**src/rtl/writeback_stage.sv**
```systemverilog
// -----------------------------------------------------------------------------
// writeback_stage
//
// Final pipeline stage. Retires or traps the instruction arriving from the
// memory stage. It drives the register-file write port and the CSR unit's
// write port and event strobes. It redirects fetch after traps and MRETs, and
// implements WFI as a two-state RUN/WFI sleep FSM.
//
// Ports
//   clk, reset            clock, synchronous active-high reset
//   valid_in ... wfi_in   instruction presented by the memory stage
//   eip, tip, sip         gated pending interrupts from the CSR unit
//   trap_vector           trap handler base from the CSR unit
//   mret_vector           MRET return address from the CSR unit
//   reg_write_*           register-file write port (registered)
//   csr_write_*           CSR write port (registered)
//   retired, traped, mret one-cycle event strobes (registered)
//   ecp, trap_cause,
//   interupt              trap details. Cause and interrupt flag hold between
//                         traps.
//   redirect, redirect_pc fetch restart, one cycle after a trap or MRET
//   flush                 kill younger in-flight instructions (same cycle as
//                         redirect)
//   stall                 hold upstream stages while sleeping in WFI
// -----------------------------------------------------------------------------
module writeback_stage #(
  parameter logic [31:0] RESET_VECTOR = 32'h0000_0000
) (
  input  logic        clk,
  input  logic        reset,
  input  logic        valid_in,
  input  logic [31:0] pc_in,
  input  logic [31:0] next_pc_in,
  input  logic [4:0]  rd_address_in,
  input  logic [31:0] rd_data_in,
  input  logic        csr_write_in,
  input  logic [11:0] csr_address_in,
  input  logic [31:0] csr_data_in,
  input  logic        exception_in,
  input  logic [3:0]  exception_cause_in,
  input  logic        mret_in,
  input  logic        wfi_in,
  input  logic        eip,
  input  logic        tip,
  input  logic        sip,
  input  logic [31:0] trap_vector,
  input  logic [31:0] mret_vector,
  output logic        reg_write_enable,
  output logic [4:0]  reg_write_address,
  output logic [31:0] reg_write_data,
  output logic        csr_write_enable,
  output logic [11:0] csr_write_address,
  output logic [31:0] csr_write_data,
  output logic        retired,
  output logic        traped,
  output logic        mret,
  output logic [31:0] ecp,
  output logic [3:0]  trap_cause,
  output logic        interupt,
  output logic        redirect,
  output logic [31:0] redirect_pc,
  output logic        flush,
  output logic        stall
);

  typedef enum logic {
    S_RUN,
    S_WFI
  } state_t;

  state_t      state;
  logic [31:0] wfi_pc;          // successor PC of the sleeping WFI, used as ecp on wake
  logic        redirect_q;      // a trap or MRET was committed last cycle
  logic        redirect_trap_q; // that event was a trap (otherwise an MRET)

  logic       irq_any;
  logic [3:0] irq_cause;

  // RESET_VECTOR and the low bits of trap_vector do not affect this stage.
  logic unused_ok;
  assign unused_ok = ^{RESET_VECTOR, trap_vector[1:0]};

  // External interrupt outranks software, which outranks timer.
  assign irq_any   = eip | tip | sip;
  assign irq_cause = eip ? 4'd11 : (sip ? 4'd3 : 4'd7);

  // The CSR values are stable for the whole redirect cycle, so they are used
  // directly rather than captured at trap time.
  assign redirect    = redirect_q;
  assign flush       = redirect_q;
  assign redirect_pc = !redirect_q     ? 32'h0 :
                       redirect_trap_q ? {trap_vector[31:2], 2'b00} :
                                         mret_vector;
  assign stall       = (state == S_WFI);

  always_ff @(posedge clk) begin
    if (reset) begin
      state             <= S_RUN;
      wfi_pc            <= 32'h0;
      redirect_q        <= 1'b0;
      redirect_trap_q   <= 1'b0;
      reg_write_enable  <= 1'b0;
      reg_write_address <= 5'd0;
      reg_write_data    <= 32'h0;
      csr_write_enable  <= 1'b0;
      csr_write_address <= 12'h0;
      csr_write_data    <= 32'h0;
      retired           <= 1'b0;
      traped            <= 1'b0;
      mret              <= 1'b0;
      ecp               <= 32'h0;
      trap_cause        <= 4'd0;
      interupt          <= 1'b0;
    end else begin
      // NOTE: non-blocking assignments let the redirect registers below read
      // last cycle's traped/mret even though those are reassigned here too.
      // Strobes default low so that each one lasts exactly one cycle.
      reg_write_enable <= 1'b0;
      csr_write_enable <= 1'b0;
      retired          <= 1'b0;
      traped           <= 1'b0;
      mret             <= 1'b0;
      redirect_q       <= traped | mret;
      redirect_trap_q  <= traped;

      unique case (state)
        S_RUN: begin
          // An instruction arriving during a redirect is younger than the
          // trap or MRET and is squashed.
          if (valid_in && !redirect_q) begin
            if (irq_any) begin
              traped     <= 1'b1;
              interupt   <= 1'b1;
              trap_cause <= irq_cause;
              ecp        <= pc_in;
            end else if (exception_in) begin
              traped     <= 1'b1;
              interupt   <= 1'b0;
              trap_cause <= exception_cause_in;
              ecp        <= pc_in;
            end else if (mret_in) begin
              mret    <= 1'b1;
              retired <= 1'b1;
            end else if (wfi_in) begin
              retired <= 1'b1;
              wfi_pc  <= next_pc_in;
              state   <= S_WFI;
            end else begin
              retired           <= 1'b1;
              reg_write_enable  <= (rd_address_in != 5'd0);
              reg_write_address <= rd_address_in;
              reg_write_data    <= rd_data_in;
              csr_write_enable  <= csr_write_in;
              csr_write_address <= csr_address_in;
              csr_write_data    <= csr_data_in;
            end
          end
        end

        S_WFI: begin
          // Sleeping: instructions are ignored. An interrupt wakes the core
          // and resumes after the WFI.
          if (irq_any) begin
            traped     <= 1'b1;
            interupt   <= 1'b1;
            trap_cause <= irq_cause;
            ecp        <= wfi_pc;
            state      <= S_RUN;
          end
        end

        default: state <= S_RUN;
      endcase
    end
  end

endmodule

```
**config.mk**
```make
export PLATFORM = sky130hd
export DESIGN_NAME = writeback_stage
export DESIGN_NICKNAME = d
export VERILOG_FILES = /design/src/rtl/writeback_stage.sv
export SDC_FILE = /design/constraint.sdc
export NUM_CORES = 1
export LEC_CHECK = 0
export CAP_MARGIN = 10
export CORE_ASPECT_RATIO = 0.75
export CORE_MARGIN = 2
export CORE_UTILIZATION = 33
export CTS_CLUSTER_DIAMETER = 30
export CTS_CLUSTER_SIZE = 40
export DETAILED_ROUTE_END_ITERATION = 8
export PLACE_DENSITY = 0.71
export SYNTH_ARGS = -nofsm -noshare
export SYNTH_HDL_FRONTEND = slang
export SYNTH_SLANG_ARGS = --single-unit
```
**constraint.sdc**
```tcl
create_clock -name clk -period 3.4 [get_ports clk]
set_input_delay 0.51 -clock clk [delete_from_list [all_inputs] [get_ports clk]]
set_output_delay 0.51 -clock clk [all_outputs]
set_load 0.02 [all_outputs]
```
==> flow_summary.yaml, run 1 <==
power:
  ir_drop_v: 0.0002377
  power-per-cell-area_nw_per_um2: 381.9
  total_power_mw: 4.567
  intPower_mw: 3.261
  combPwrFrac: 0.175
  p_leak_nw: 4.022
  power.share.switching: 0.2860
  p_sw_mw: 1.306
  power_frac_seq: 0.421
  clkPwrFrac: 0.404
critical_path:
  r2r_slack_ns: 1.05
  worstReg2RegStart: "flush$_SDFF_PP0_"
  timing.rr.end: "csr_write_address[10]$_SDFFE_PP0P_"
  r2r_cells: 4
  cp-start-kind: "register"
  cp.arrival_ns: 2.44
  cp.required_ns: 2.89
  worst_setup_path_end_kind: "output pin"
  crit_fanout: 21
  critPathLaunch: "flush$_SDFF_PP0_"
  crit_type: "register to output pin"
floorplan:
  rows: 47
  initial_core_util: 0.3384
  core_area_um2: 22170
  die_h_um: 134.6
  die_area_um2: 23970
  die_w_um: 178.1
  ios: 381
synthesis:
  yosysSeqAreaShare: 0.4216
  ys_async_sr_fraction: 0
  synth.distinct_cells: 34
  yosysMostFrequentCell: "dfxtp_1"
  synthesis.area_um2: 7502
  synth_top_area_cell: "dfxtp_1"
  synth-edff-count: 0
  synth_nets: 1041
  ys_seq_elements: 158
  avgSynthCellArea_um2: 9.171
  yosys_warnings: 0
  synthFlopType: "dfxtp_1"
  syn-instance-count: 818
  synth_area_leaders: "dfxtp_1 42%, o31ai_1 11%, nand4_1 9.4%"
  synth_top_area_frac: 0.4216
  synth_common_cells: "158 x dfxtp_1, 114 x a21oi_1, 113 x nand4_1, 113 x o31ai_1, 91 x clkbuf_1"
routing:
  viasPerCell: 5.705
  vias: 8118
  drtAntennaViolNets: 0
  drc: 0
  post_drt_wl_per_cell_um: 21.21
  drt-total-wl_um: 30180
  drt_iter0_markers: 547
  dr.pass1.iters: 5
clocking:
  clock_sinks: 158
  cts-resized-gates: 0
  cts_buffers: 17
  cts_hold_buf: 0
  clk_path_buf_depth: 2
  clock_latency_ns: 0.44
  cts_setup_buffers: 0
  cts_max_level: 4
  clock-root-buffer: "clkbuf_16"
  cts_tree: "yes"
  clk_pin_slew_ns: 0.06
global_route:
  antenna_found_initial: 4
  grt-ovfl-total: 0
  grtUsageTotal: 0.2415
  grt_start_max_net_pins: 82
  grt_pass1_wl_um: 45150
  grt_pass1_vias: 7905
sta:
  drv_slew: 0
  max_slew_margin: 0.2615
  period_needed_ns: 2.947
  timing.fmax_mhz: 339.3
  whs_ns: 0.4609
  fin_skew_ns: 0.01562
  fin_crit_sh: 0.8669
  worst_slew_pin_slew_ns: 1.108
  setup_violations: 0
  setup_tns_ns: 0
  grt_setup_unrepaired: "no"
  hold_viol_final: 0
min_path:
  min_from: "trap_cause[2]$_SDFFE_PP0P_"
  hp-class: "register to register"
  min_delay_path_depth: 2
  hold_end: "trap_cause[2]$_SDFFE_PP0P_"
flow_run:
  max-cap-violations: 0
cells_and_area:
  finalInstanceArea_um2: 11960
  drive_gt1_frac: 0.06039
  postLayoutCoreUtil: 0.5394
  syn2layout_area_growth_pct: 59.39
  fin_nets: 1336
placed_design:
  gp_congestion: 0.8157
  placement.io_buffers: 378
  placed_area_um2: 11400
  dp_hpwl_um: 19800
status:
  status: "complete, no violations"
[sequential cells by signal (all words and copies together), names as in the netlist, 4 cells and up]
| signal | cells |
|---|---|
| csr_write_address | 12 |
| csr_write_data | 32 |
| ecp | 32 |
| reg_write_address | 5 |
| reg_write_data | 32 |
| trap_cause | 4 |
| wfi_pc | 32 |
[layout by cell type, fill, tap and decap left out, types with 6 or more instances in the layout]
| master | netlist | final |
|---|---|---|
| clkdlybuf4s50_1 | 0 | 377 |
| o31ai_1 | 113 | 113 |
| buf_4 | 2 | 16 |
| o211a_1 | 33 | 33 |
| o221ai_1 | 32 | 32 |
| a21oi_1 | 114 | 114 |
| nand4_1 | 113 | 113 |
| dfxtp_1 | 158 | 156 |
| nor2b_1 | 34 | 31 |
| mux2i_1 | 63 | 63 |
| inv_6 | 0 | 6 |
| clkbuf_16 | 0 | 17 |
[worst max-delay path by stage]
stage                         endpoint  slack [ns]  cells past startpoint
2_1_floorplan          redirect_pc[10]        1.47                      4
3_3_place_gp    wfi_pc[8]$_SDFFE_PP0P_        0.75                      5
3_5_place_dp   wfi_pc[23]$_SDFFE_PP0P_        0.65                      5
4_1_cts                 redirect_pc[1]        0.41                      3
5_1_grt                 redirect_pc[1]        0.35                      3
6_report                redirect_pc[1]        0.45                      3
[through the flow]
| step | std cells | setup slack, ns |
|---|---|---|
| 2_1_floorplan | 818 | 1.470 |
| 3_3_place_gp | 1388 | 0.7541 |
| 3_5_place_dp | 1388 | 0.6521 |
| 4_1_cts | 1420 | 0.4149 |
| 5_1_grt | 1423 | 0.3474 |
| 6_report | 1423 | 0.4525 |
[power groups by stage]
stage	clock, mW	combinational, mW	sequential (mW)
2_1_floorplan	0	0.289	2.01
3_3_place_gp	0	0.795	1.96
3_5_place_dp	0	0.795	1.97
4_1_cts	1.89	0.799	1.92
5_1_grt	1.96	0.845	1.93
6_report	1.84	0.799	1.92
[worst max-delay path: stages, from the launching register on]
cell and delay, ns:
dfxtp_1 0.83, buf_4 0.35, and3b_1 0.18, clkdlybuf4s50_1 0.66
[kinds of logic after synthesis]
kind of cell    after synthesis  synth area share
compound gates              299            0.2787
buf+inv                     124           0.07155
flops                       158            0.4216
mux                          63           0.08406
simple gates                174            0.1441
[final cells by class]
cell class,count,area [µm²]
Fill cell,2048,10210
Timing Repair Buffer,398,3994
Multi-Input combinational cell,536,3860
Sequential cell,158,3168
Clock buffer,17,425.4
Tap cell,294,367.9
Clock inverter,15,127.6
Inverter,2,7.507
Antenna cell,3,7.507
[per-layer routing]
layer	global-route usage	share of wire
met5	0	0
met4	0.09199	0.032
met3	0.08474	0.099
met2	0.3831	0.46
met1	0.3015	0.41
No activity file was read; power rests on OpenSTA's default activity.
==> inputs of run 2 (changes only) <==
--- a/config.mk
+++ b/config.mk
@@ -7,7 +7,7 @@
 export LEC_CHECK = 0
 export CAP_MARGIN = 10
 export CORE_ASPECT_RATIO = 0.75
-export CORE_MARGIN = 2
+export CORE_MARGIN = 1.5
 export CORE_UTILIZATION = 33
 export CTS_CLUSTER_DIAMETER = 30
 export CTS_CLUSTER_SIZE = 40
==> flow_summary.yaml, run 2 (same netlist as run 1, synthesis figures left out) <==
clocking:
  cts_buffers: 17
  cts_tree: "yes"
  clk_path_buf_depth: 2
  clock_latency_ns: 0.43
  clock_sinks: 158
  clock-root-buffer: "clkbuf_16"
  clk_pin_slew_ns: 0.06
  cts_setup_buffers: 0
  cts_max_level: 4
  cts-resized-gates: 0
  cts_hold_buf: 0
min_path:
  min_from: "trap_cause[2]$_SDFFE_PP0P_"
  min_delay_path_depth: 2
  hp-class: "register to register"
  hold_end: "trap_cause[2]$_SDFFE_PP0P_"
critical_path:
  crit_type: "register to output pin"
  worstPathCellList: "buf_4, nor2b_1, clkdlybuf4s50_1"
  crit_fanout: 23
  worst_setup_path_end_kind: "output pin"
  cp.arrival_ns: 2.52
  cpLargestDelayFamily: "flip-flops"
  r2r_cells: 4
  cp-start-kind: "register"
  worstReg2RegStart: "flush$_SDFF_PP0_"
  slowest_delay_ns: 0.98
  critPathSlowestCell: "dfxtp_1"
  path_buf_inv: 2
  timing.rr.end: "wfi_pc[23]$_SDFFE_PP0P_"
  r2r_slack_ns: 0.89
  cp.required_ns: 2.89
floorplan:
  die_h_um: 133.6
  rows: 47
  initial_core_util: 0.3384
  die_w_um: 177.1
  die_area_um2: 23660
  ios: 381
  core_area_um2: 22170
sta:
  timing.fmax_mhz: 329.9
  setup_violations: 0
  period_needed_ns: 3.032
  fin_skew_ns: 0.01391
  hold_viol_final: 0
  fin_crit_sh: 0.8917
  max_slew_margin: 0.3318
  setup_tns_ns: 0
  worst_slew_pin_slew_ns: 1.001
  grt_setup_unrepaired: "no"
  drv_slew: 0
power:
  intPower_mw: 3.296
  power.share.switching: 0.2823
  p_sw_mw: 1.296
  p_leak_nw: 4.082
  power_frac_seq: 0.418
  combPwrFrac: 0.178
  total_power_mw: 4.593
  clkPwrFrac: 0.404
  ir_drop_v: 0.0002328
  power-per-cell-area_nw_per_um2: 380.3
placed_design:
  placement.io_buffers: 378
  dp_hpwl_um: 20080
  dp_cells: 1395
  gp_congestion: 0.7701
  placed_area_um2: 11500
global_route:
  grt-ovfl-total: 0
  grt_pass1_vias: 7847
  antenna_found_initial: 3
  grt_pass1_wl_um: 45170
  grt_start_max_net_pins: 90
  grtUsageTotal: 0.2444
routing:
  drt-total-wl_um: 30300
  dr.pass1.iters: 5
  post_drt_wl_per_cell_um: 21.19
  viasPerCell: 5.714
  vias: 8171
  drt_iter0_markers: 541
  drtAntennaViolNets: 0
  drc: 0
cells_and_area:
  postLayoutCoreUtil: 0.5447
  fin_nets: 1343
  final_cell_mix: "377 x clkdlybuf4s50_1, 156 x dfxtp_1, 114 x a21oi_1"
  final_common_cell: "clkdlybuf4s50_1"
  syn2layout_area_growth_pct: 60.96
  finalInstanceArea_um2: 12080
  final_cells: 1430
  drive_gt1_frac: 0.06620
status:
  status: "complete, no violations"
flow_run:
  max-cap-violations: 0
==> run 2: final cells by class <==
| type | instances | area (µm²) |
|---|---|---|
| sequential | 158 | 3168 |
| clock buffer | 18 | 439.2 |
| tap | 294 | 367.9 |
| multi-input combinational | 536 | 3862 |
| clock inverter | 14 | 126.4 |
| fill | 2014 | 10090 |
| antenna | 3 | 7.507 |
| inverter | 2 | 7.507 |
| timing repair buffer | 405 | 4096 |
==> run 2: per-stage QoR <==
step                hold slack [ns]  worst slack [ns]
global route                 0.4784            0.2465
detailed placement           0.4539            0.6572
finish                       0.4590            0.3684
CTS                          0.4628            0.3379
floorplan                    0.4437             1.470
global placement             0.4489            0.7154
==> run 2: worst max path at each step <==
stage,start,endpoint,slack (ns),cells after the start
final,flush$_SDFF_PP0_,redirect_pc[14],0.37,3
after global routing,flush$_SDFF_PP0_,redirect_pc[14],0.25,3
after CTS,flush$_SDFF_PP0_,redirect_pc[29],0.34,3
after detailed placement,exception_in,csr_write_address[6]$_SDFFE_PP0P_,0.66,5
after global placement,exception_in,wfi_pc[31]$_SDFFE_PP0P_,0.72,5
after floorplan,redirect_trap_q$_SDFF_PP0_,redirect_pc[10],1.47,4
==> run 2: routing by layer <==
layer,GRT usage,wire length [µm],vias to the layer above
li1,-,-,3811
met1,0.3033,12480,3965
met2,0.3982,14160,358
met3,0.08305,3038,37
met4,0.07439,626,0
met5,0,0,-
==> run 2: worst register-to-register path, cell delays in order (launching register included) <==
cell and delay, ns:
dfxtp_1 0.63, or4b_4 0.96, buf_12 0.34, o31ai_1 0.36
a21oi_1 0.10
==> run 2: power groups by stage <==
stage	clock, mW	sequential, mW	combinational (mW)
final	1.85	1.92	0.817
after global routing	1.99	1.93	0.861
after CTS	1.91	1.92	0.819
after detailed placement	0	1.96	0.814
after global placement	0	1.96	0.812
after floorplan	0	2.01	0.289
